<file path="src/rtl/async_event_arbiter.sv">
// Synchronizes N asynchronous level event lines, detects rising edges into sticky
// pending bits and offers them one at a time to a consumer with round-robin priority.
module async_event_arbiter #(
    parameter int N    = 4,
    parameter int ID_W = 2
) (
    input  logic            clk,
    input  logic            rst,
    input  logic [N-1:0]    async_in,
    input  logic            evt_ready,
    input  logic            ovf_clr,
    output logic            evt_valid,
    output logic [ID_W-1:0] evt_id,
    output logic [N-1:0]    ovf
);

    localparam int CW = ID_W + 2;

    typedef enum logic [0:0] {
        IDLE  = 1'b0,
        OFFER = 1'b1
    } state_t;

    state_t          state_r;
    state_t          state_s;
    logic [N-1:0]    s1_r;
    logic [N-1:0]    s2_r;
    logic [N-1:0]    s3_r;
    logic [N-1:0]    pend_r;
    logic [N-1:0]    ovf_r;
    logic [1:0]      prime_r;
    logic [ID_W-1:0] last_id_r;
    logic [ID_W-1:0] evt_id_r;
    logic            evt_valid_r;

    logic            primed_s;
    logic [N-1:0]    rise_s;
    logic [N-1:0]    grant_mask_s;
    logic [N-1:0]    pend_s;
    logic [N-1:0]    ovf_set_s;
    logic [N-1:0]    ovf_s;
    logic [ID_W-1:0] base_s;
    logic [ID_W-1:0] win_id_s;
    logic [ID_W-1:0] evt_id_s;
    logic [ID_W-1:0] last_id_s;
    logic [1:0]      prime_s;
    logic            win_found_s;
    logic            load_s;
    logic            xfer_s;

    // Edge detection is masked until the synchronizer chain has refilled after reset.
    always_comb begin
        primed_s = (prime_r == 2'd3);
        if (primed_s) begin
            prime_s = prime_r;
        end else begin
            prime_s = prime_r + 2'd1;
        end
        rise_s = s2_r & ~s3_r & {N{primed_s}};
    end

    // Round-robin search: lowest offset above base wins, so scan offsets downward and overwrite.
    always_comb begin
        logic [CW-1:0] cand;
        win_found_s = 1'b0;
        win_id_s    = '0;
        cand        = '0;
        if (state_r == OFFER) begin
            base_s = evt_id_r;
        end else begin
            base_s = last_id_r;
        end
        for (int i = N - 1; i >= 0; i--) begin
            cand = CW'(base_s) + CW'(i) + CW'(1);
            if (cand >= CW'(N)) begin
                cand = cand - CW'(N);
            end else begin
                cand = cand;
            end
            if (pend_r[cand[ID_W-1:0]]) begin
                win_found_s = 1'b1;
                win_id_s    = cand[ID_W-1:0];
            end else begin
                win_found_s = win_found_s;
            end
        end
    end

    // Offer FSM next state plus grant, pending and overflow updates.
    always_comb begin
        state_s = state_r;
        load_s  = 1'b0;
        xfer_s  = 1'b0;
        case (state_r)
            IDLE: begin
                if (win_found_s) begin
                    state_s = OFFER;
                    load_s  = 1'b1;
                end else begin
                    state_s = IDLE;
                end
            end
            OFFER: begin
                if (evt_ready) begin
                    xfer_s = 1'b1;
                    if (win_found_s) begin
                        state_s = OFFER;
                        load_s  = 1'b1;
                    end else begin
                        state_s = IDLE;
                    end
                end else begin
                    state_s = OFFER;
                end
            end
            default: begin
                state_s = IDLE;
            end
        endcase

        if (load_s) begin
            grant_mask_s = {{(N-1){1'b0}}, 1'b1} << win_id_s;
            evt_id_s     = win_id_s;
        end else begin
            grant_mask_s = '0;
            evt_id_s     = evt_id_r;
        end
        if (xfer_s) begin
            last_id_s = evt_id_r;
        end else begin
            last_id_s = last_id_r;
        end

        // A grant and a new edge on the same channel leave the event pending without overflow.
        pend_s    = (pend_r & ~grant_mask_s) | rise_s;
        ovf_set_s = rise_s & pend_r & ~grant_mask_s;
        if (ovf_clr) begin
            ovf_s = ovf_set_s;
        end else begin
            ovf_s = ovf_r | ovf_set_s;
        end
    end

    // All state registers, synchronous active-high reset.
    always_ff @(posedge clk) begin
        if (rst) begin
            s1_r        <= '0;
            s2_r        <= '0;
            s3_r        <= '0;
            pend_r      <= '0;
            ovf_r       <= '0;
            prime_r     <= 2'd0;
            last_id_r   <= ID_W'(N - 1);
            evt_id_r    <= '0;
            evt_valid_r <= 1'b0;
            state_r     <= IDLE;
        end else begin
            s1_r        <= async_in;
            s2_r        <= s1_r;
            s3_r        <= s2_r;
            pend_r      <= pend_s;
            ovf_r       <= ovf_s;
            prime_r     <= prime_s;
            last_id_r   <= last_id_s;
            evt_id_r    <= evt_id_s;
            evt_valid_r <= (state_s == OFFER);
            state_r     <= state_s;
        end
    end

    assign evt_valid = evt_valid_r;
    assign evt_id    = evt_id_r;
    assign ovf       = ovf_r;

endmodule

</file>
<file path="config.mk">
export PLATFORM = sky130hd
export DESIGN_NAME = async_event_arbiter
export DESIGN_NICKNAME = d
export VERILOG_FILES = /design/src/rtl/async_event_arbiter.sv
export SDC_FILE = /design/constraint.sdc
export NUM_CORES = 1
export LEC_CHECK = 0
export ABC_CLOCK_PERIOD_IN_PS = 1600
export BUFFER_PORTS_ARGS = -buffer_cell sky130_fd_sc_hd__buf_4
export CORE_ASPECT_RATIO = 0.6
export CORE_MARGIN = 2
export CORE_UTILIZATION = 49
export DETAILED_ROUTE_END_ITERATION = 6
export HOLD_SLACK_MARGIN = 0.03
export PLACE_DENSITY = 0.76
export SYNTH_ARGS = -nofsm -noshare
export SYNTH_HDL_FRONTEND = slang
export SYNTH_SLANG_ARGS = --single-unit
</file>
<file path="constraint.sdc">
create_clock -name clk -period 1.6 [get_ports clk]
set_input_delay 0.32 -clock clk [delete_from_list [all_inputs] [get_ports clk]]
set_output_delay 0.32 -clock clk [all_outputs]
set_load 0.01 [all_outputs]
</file>
# Word-level counts from Yosys, hierarchy flattened
# Cells that the tools add are included.
[op_classes]
add_sub_neg = 11
n_lt_le_gt_ge = 8
eq_ne = 1
shifts = 1
n_mux = 30
bitwise = 10
[op_table]
columns = ["cell", "n"]
rows = [
  ["4-bit bitwise AND", 5],
  ["2-bit 2-to-1 mux", 9],
  ["1-bit 2-to-1 mux", 13],
  ["3-bit by 1-bit adder with 4-bit output (second input constant)", 3],
  ["4-bit by 3-bit greater-or-equal comparator with 1-bit output (second input constant)", 3],
  ["2-bit by 3-bit < comparator with 1-bit output (second input constant)", 4],
  ["1-bit binary-select mux with 2-bit select", 4],
  ["4-bit 2-to-1 mux", 2],
  ["4-bit inverter", 2],
  ["4-bit OR", 2],
  ["2-bit by 1-bit subtractor with 2-bit output (second input constant)", 4],
  ["2-bit by 2-bit adder with 3-bit output (second input constant)", 2],
  ["1-bit case mux with 2 select lines", 2],
  ["1-bit by 2-bit << shifter with 4-bit output (first input constant)", 1],
  ["2-bit by 1-bit adder with 3-bit output (second input constant)", 1],
  ["3-bit greater-or-equal comparator (second input constant)", 1],
  ["2-bit by 1-bit adder with 2-bit output (second input constant)", 1],
  ["2-bit equality test (second input constant)", 1],
  ["1-bit inverter", 1],
]
[totals]
ff_bits = 27
in_bits = 8
output_inout_bits = 7
elab_cells = 70

# Logic depth before layout (Yosys ltp)
[logic_depth]
word_depth = 19
ltp_mapped = 6
depth_no_buf = 5

# Worst setup path before layout
# Ideal clock, no wire load.
[synth_timing]
path_kind = "flip-flop to flip-flop"
start = "register evt_valid (netlist name)"
end = "register ovf_r[0] (netlist: ovf[0])"
setup_time_ps = 117
arrival_time_ps = 1727
required_time_ps = 1483
path_slack_ps = -244
path_stages_with_launch = 7
n_path_buf = 1
synth_period_minus_slack_ps = 1844
cell_sequence = "dfxtp_1 buf_6 mux2_4 a2bb2oi_4 o221ai_2 or3_1 a32o_1"
[synth_rtl]
columns = ["element", "line", "text"]
rows = [
  ["to (signal assigned)", "162", "ovf_r <= ovf_s;"],
  ["to (decl)", "30", "logic [N-1:0] ovf_r;"],
]

==> impl_metrics.csv <==
group,metric,value,unit
finish,num-fill-cells,168,
die,die_x,64.1,µm
logic_synthesis,synth_compound_area_share,20.0,%
flow_run,maxCapViolations,0,
placement,port_buffers,14,
pwr,p_leak,0.541,nW
logic_synthesis,synth_cell_types,32,
die,rows,12,
placement,place_congestion,0.819,
global_route,grt_max_degree,29,
setup_path,critPathMaxStageDelay,0.40,ns
setup_path,worstPathRequired,1.83,ns
outcome,status,"finished, violations left",
cts,clk_pin_slew,0.14,ns
logic_synthesis,synth_adder_area_share,1.18,%
finish,layout_common_cells,"buf_4 (26), dfxtp_1 (23), nor2b_1 (13), nor2_1 (10)",
finish,multiInputGateArea,515,µm²
detailed_routing,via_per_inst,5.31,
sta,hold_viol_final,0,
detailed_routing,num_vias,828,
setup_path,cp_slowest_cell,"dfxtp_4",
setup_path,worstSetupEndpointType,"flop",
sta,relSlewSlack,68.4,%
cts,cts_tree,"done",
sta,fmax,600,MHz
setup_path,critPathLaunch,"evt_valid",
sta,period_needed,1.67,ns
sta,finalSetupViolCount,7,
cts,cts_hold_buf,0,
sta,worst_slack,-0.0655,ns
die,die_y,40.1,µm
sta,rsz0062_at_grt,"yes",
setup_path,critical-path-top-delay-family,"compound AO/OA/AOI/OAI gates",
cts,cts_buffers,3,
logic_synthesis,synth_top_family_by_area,"simple AND/OR/NAND/NOR gates",
pwr,p_total,0.00114,W
finish,area_growth,24.7,%
finish,nets,138,
detailed_routing,ant_nets,0,
setup_path,critical_path_class,"flop to flop",
die,core-area,0.00195,mm²
setup_path,reg2reg_from,"evt_valid",
detailed_routing,drt_iter0_drc,59,
logic_synthesis,yosysWarnings,0,
detailed_routing,wirelength,2.16,mm
detailed_routing,drc,0,
sta,fin_crit_sh,104,%
setup_path,crit_buf_inv,0,
finish,stdcell_count,156,
logic_synthesis,yosysSeqAreaShare,50.9,%
hold_path,worstHoldPathType,"primary input to flop",
finish,drive_above_1_share,32.8,%
logic_synthesis,avgSynthCellArea,10.3,µm²
finish,layout_commonest_cell,"buf_4",
die,die-area,0.00257,mm²
die,initial_utilization,54.4,%
logic_synthesis,synth_fp_nets,112,
cts,root_buffer,"clkbuf_4",
pwr,ir_drop,0.627,mV
finish,n_antenna_cell,0,
global_route,grt_pass1_wl,3.59,mm
global_route,grt_pass1_vias,788,
detailed_routing,drt_pass1_iterations,4,
logic_synthesis,ys_seq_elements,27,
placement,pre_cts_slack,-0.149,ns
setup_path,crit_fanout,5,
setup_path,cp-start-kind,"flop",
logic_synthesis,synth-simple-area-share,20.0,%
global_route,grt-ovfl-total,0,
placement,dp.cells,150,
cts,cts.sinks,27,
cts,clock_tree.buffer_depth,2,
sta,tightest_slew,0.473,ns
cts,cts_max_level,1,
finish,final_area,0.00133,mm²
logic_synthesis,synth-xor-area-share,0.824,%
global_route,antenna_found_initial,0,
logic_synthesis,synthCells,103,
hold_path,hold_start,"async_in[3]",
placement,place_area,0.00125,mm²
finish,seqCellArea,548,µm²
logic_synthesis,synth_mux_area_share,4.24,%
outcome,failed_checks,"negative setup slack",
cts,clk_latency,0.32,ns
pwr,power.density,863,mW/mm²
detailed_routing,wl_per_cell,13.8,µm
global_route,grt_usage,19.4,%
setup_path,crit_path_cell_trace,"mux2_4 -> a2bb2oi_4 -> o221ai_2 -> or3_1 -> a32o_1",
logic_synthesis,netlist_area,0.00106,mm²
die,ios,15,
setup_path,cp.arrival,1.89,ns
sta,slew_viol_final,0,
sta,skew,0.00372,ns
placement,dp_hpwl,1.61,mm
timing repair:
action	4_1_cts	5_1_grt
pin swaps	8	3
cloned	0	0
setup endpoints to repair	8	10
setup buffers	2	0
resized for setup	7	1
power by group:
part	switching (W)	total, W	internal [W]	leakage [nW]
Sequential	0.0000168	0.000718	0.000702	0.222
Combinational	0.0000678	0.000141	0.0000730	0.302
Clock	0.000191	0.000284	0.0000937	0.0177
Total	0.000275	0.00114	0.000868	0.541
routing by layer:
metal	vias to the layer above	global-route usage [%]	wire (µm)	part of all wire, %
met5	-	0	0	0
met4	0	3.19	6	0.28
met2	24	32.6	965	45
met1	383	26.4	1050	49
li1	419	-	-	-
met3	2	5.06	138	6.4
cells in the mapped netlist, drive strengths merged:
cell type | count | share of area, %
a211o | 2 | 1.6
a21o | 2 | 1.4
a21oi | 3 | 1.4
a22oi | 3 | 2.1
a2bb2oi | 2 | 3.3
a31o | 1 | 0.82
a31oi | 1 | 0.59
a32o | 1 | 0.94
and3 | 3 | 1.8
buf | 1 | 1.1
clkbuf | 4 | 1.4
dfxtp | 27 | 51
ha | 1 | 1.2
inv | 1 | 0.35
mux2 | 1 | 1.4
mux2i | 3 | 2.8
nand2 | 4 | 1.4
nand2b | 1 | 0.59
nand3 | 1 | 0.47
nand3b | 4 | 2.8
nor2 | 10 | 3.5
nor2b | 13 | 7.7
nor3 | 1 | 0.47
o21ai | 1 | 0.47
o221a | 1 | 1.1
o221ai | 1 | 1.4
o22ai | 1 | 0.59
o31ai | 6 | 4.2
or2b | 1 | 0.71
or3 | 1 | 0.59
xor2 | 1 | 0.82
final cells by class:
class	instances	share of cell area [%]
clock buffer	3	1.70
tap	28	2.64
multi-input combinational	70	38.9
clock inverter	1	0.378
inverter	1	0.283
sequential	27	41.4
timing repair buffer	26	14.7
flip-flops by register name (all words and copies together) (netlist names):
signal and flops:
prime_r 2, s2_r 4, pend_r 4, s1_r 4, ovf 4, evt_id 2
s3_r 4, last_id_r 2, evt_valid 1
through the flow:
stage	hold slack (ns)	TNS, ns	utilization, %
floorplan	0.414	-0.169	-
global placement	0.416	-0.0566	64.2
detailed placement	0.425	-0.308	64.2
CTS	0.194	-0.227	67.8
global route	0.195	-0.927	67.9
finish	0.200	-0.218	67.9
logic make-up (layout without fill, tap and decap cells):
logic type / count (synthesis) / in the layout
compound gates: 25 / 25
xor+xnor: 1 / 1
fa+ha+maj: 1 / 1
buf+inv: 6 / 31
flops: 27 / 27
mux: 4 / 4
simple gates: 39 / 39
final timing paths:
check        slack, ns  cells after the start  endpoint
max              -0.07                      5    ovf[0]
min               0.20                      2   s1_r[3]
max reg2reg      -0.07                      5    ovf[0]
min reg2reg       0.46                      1   s2_r[1]
(Power assumes the default switching activity.)
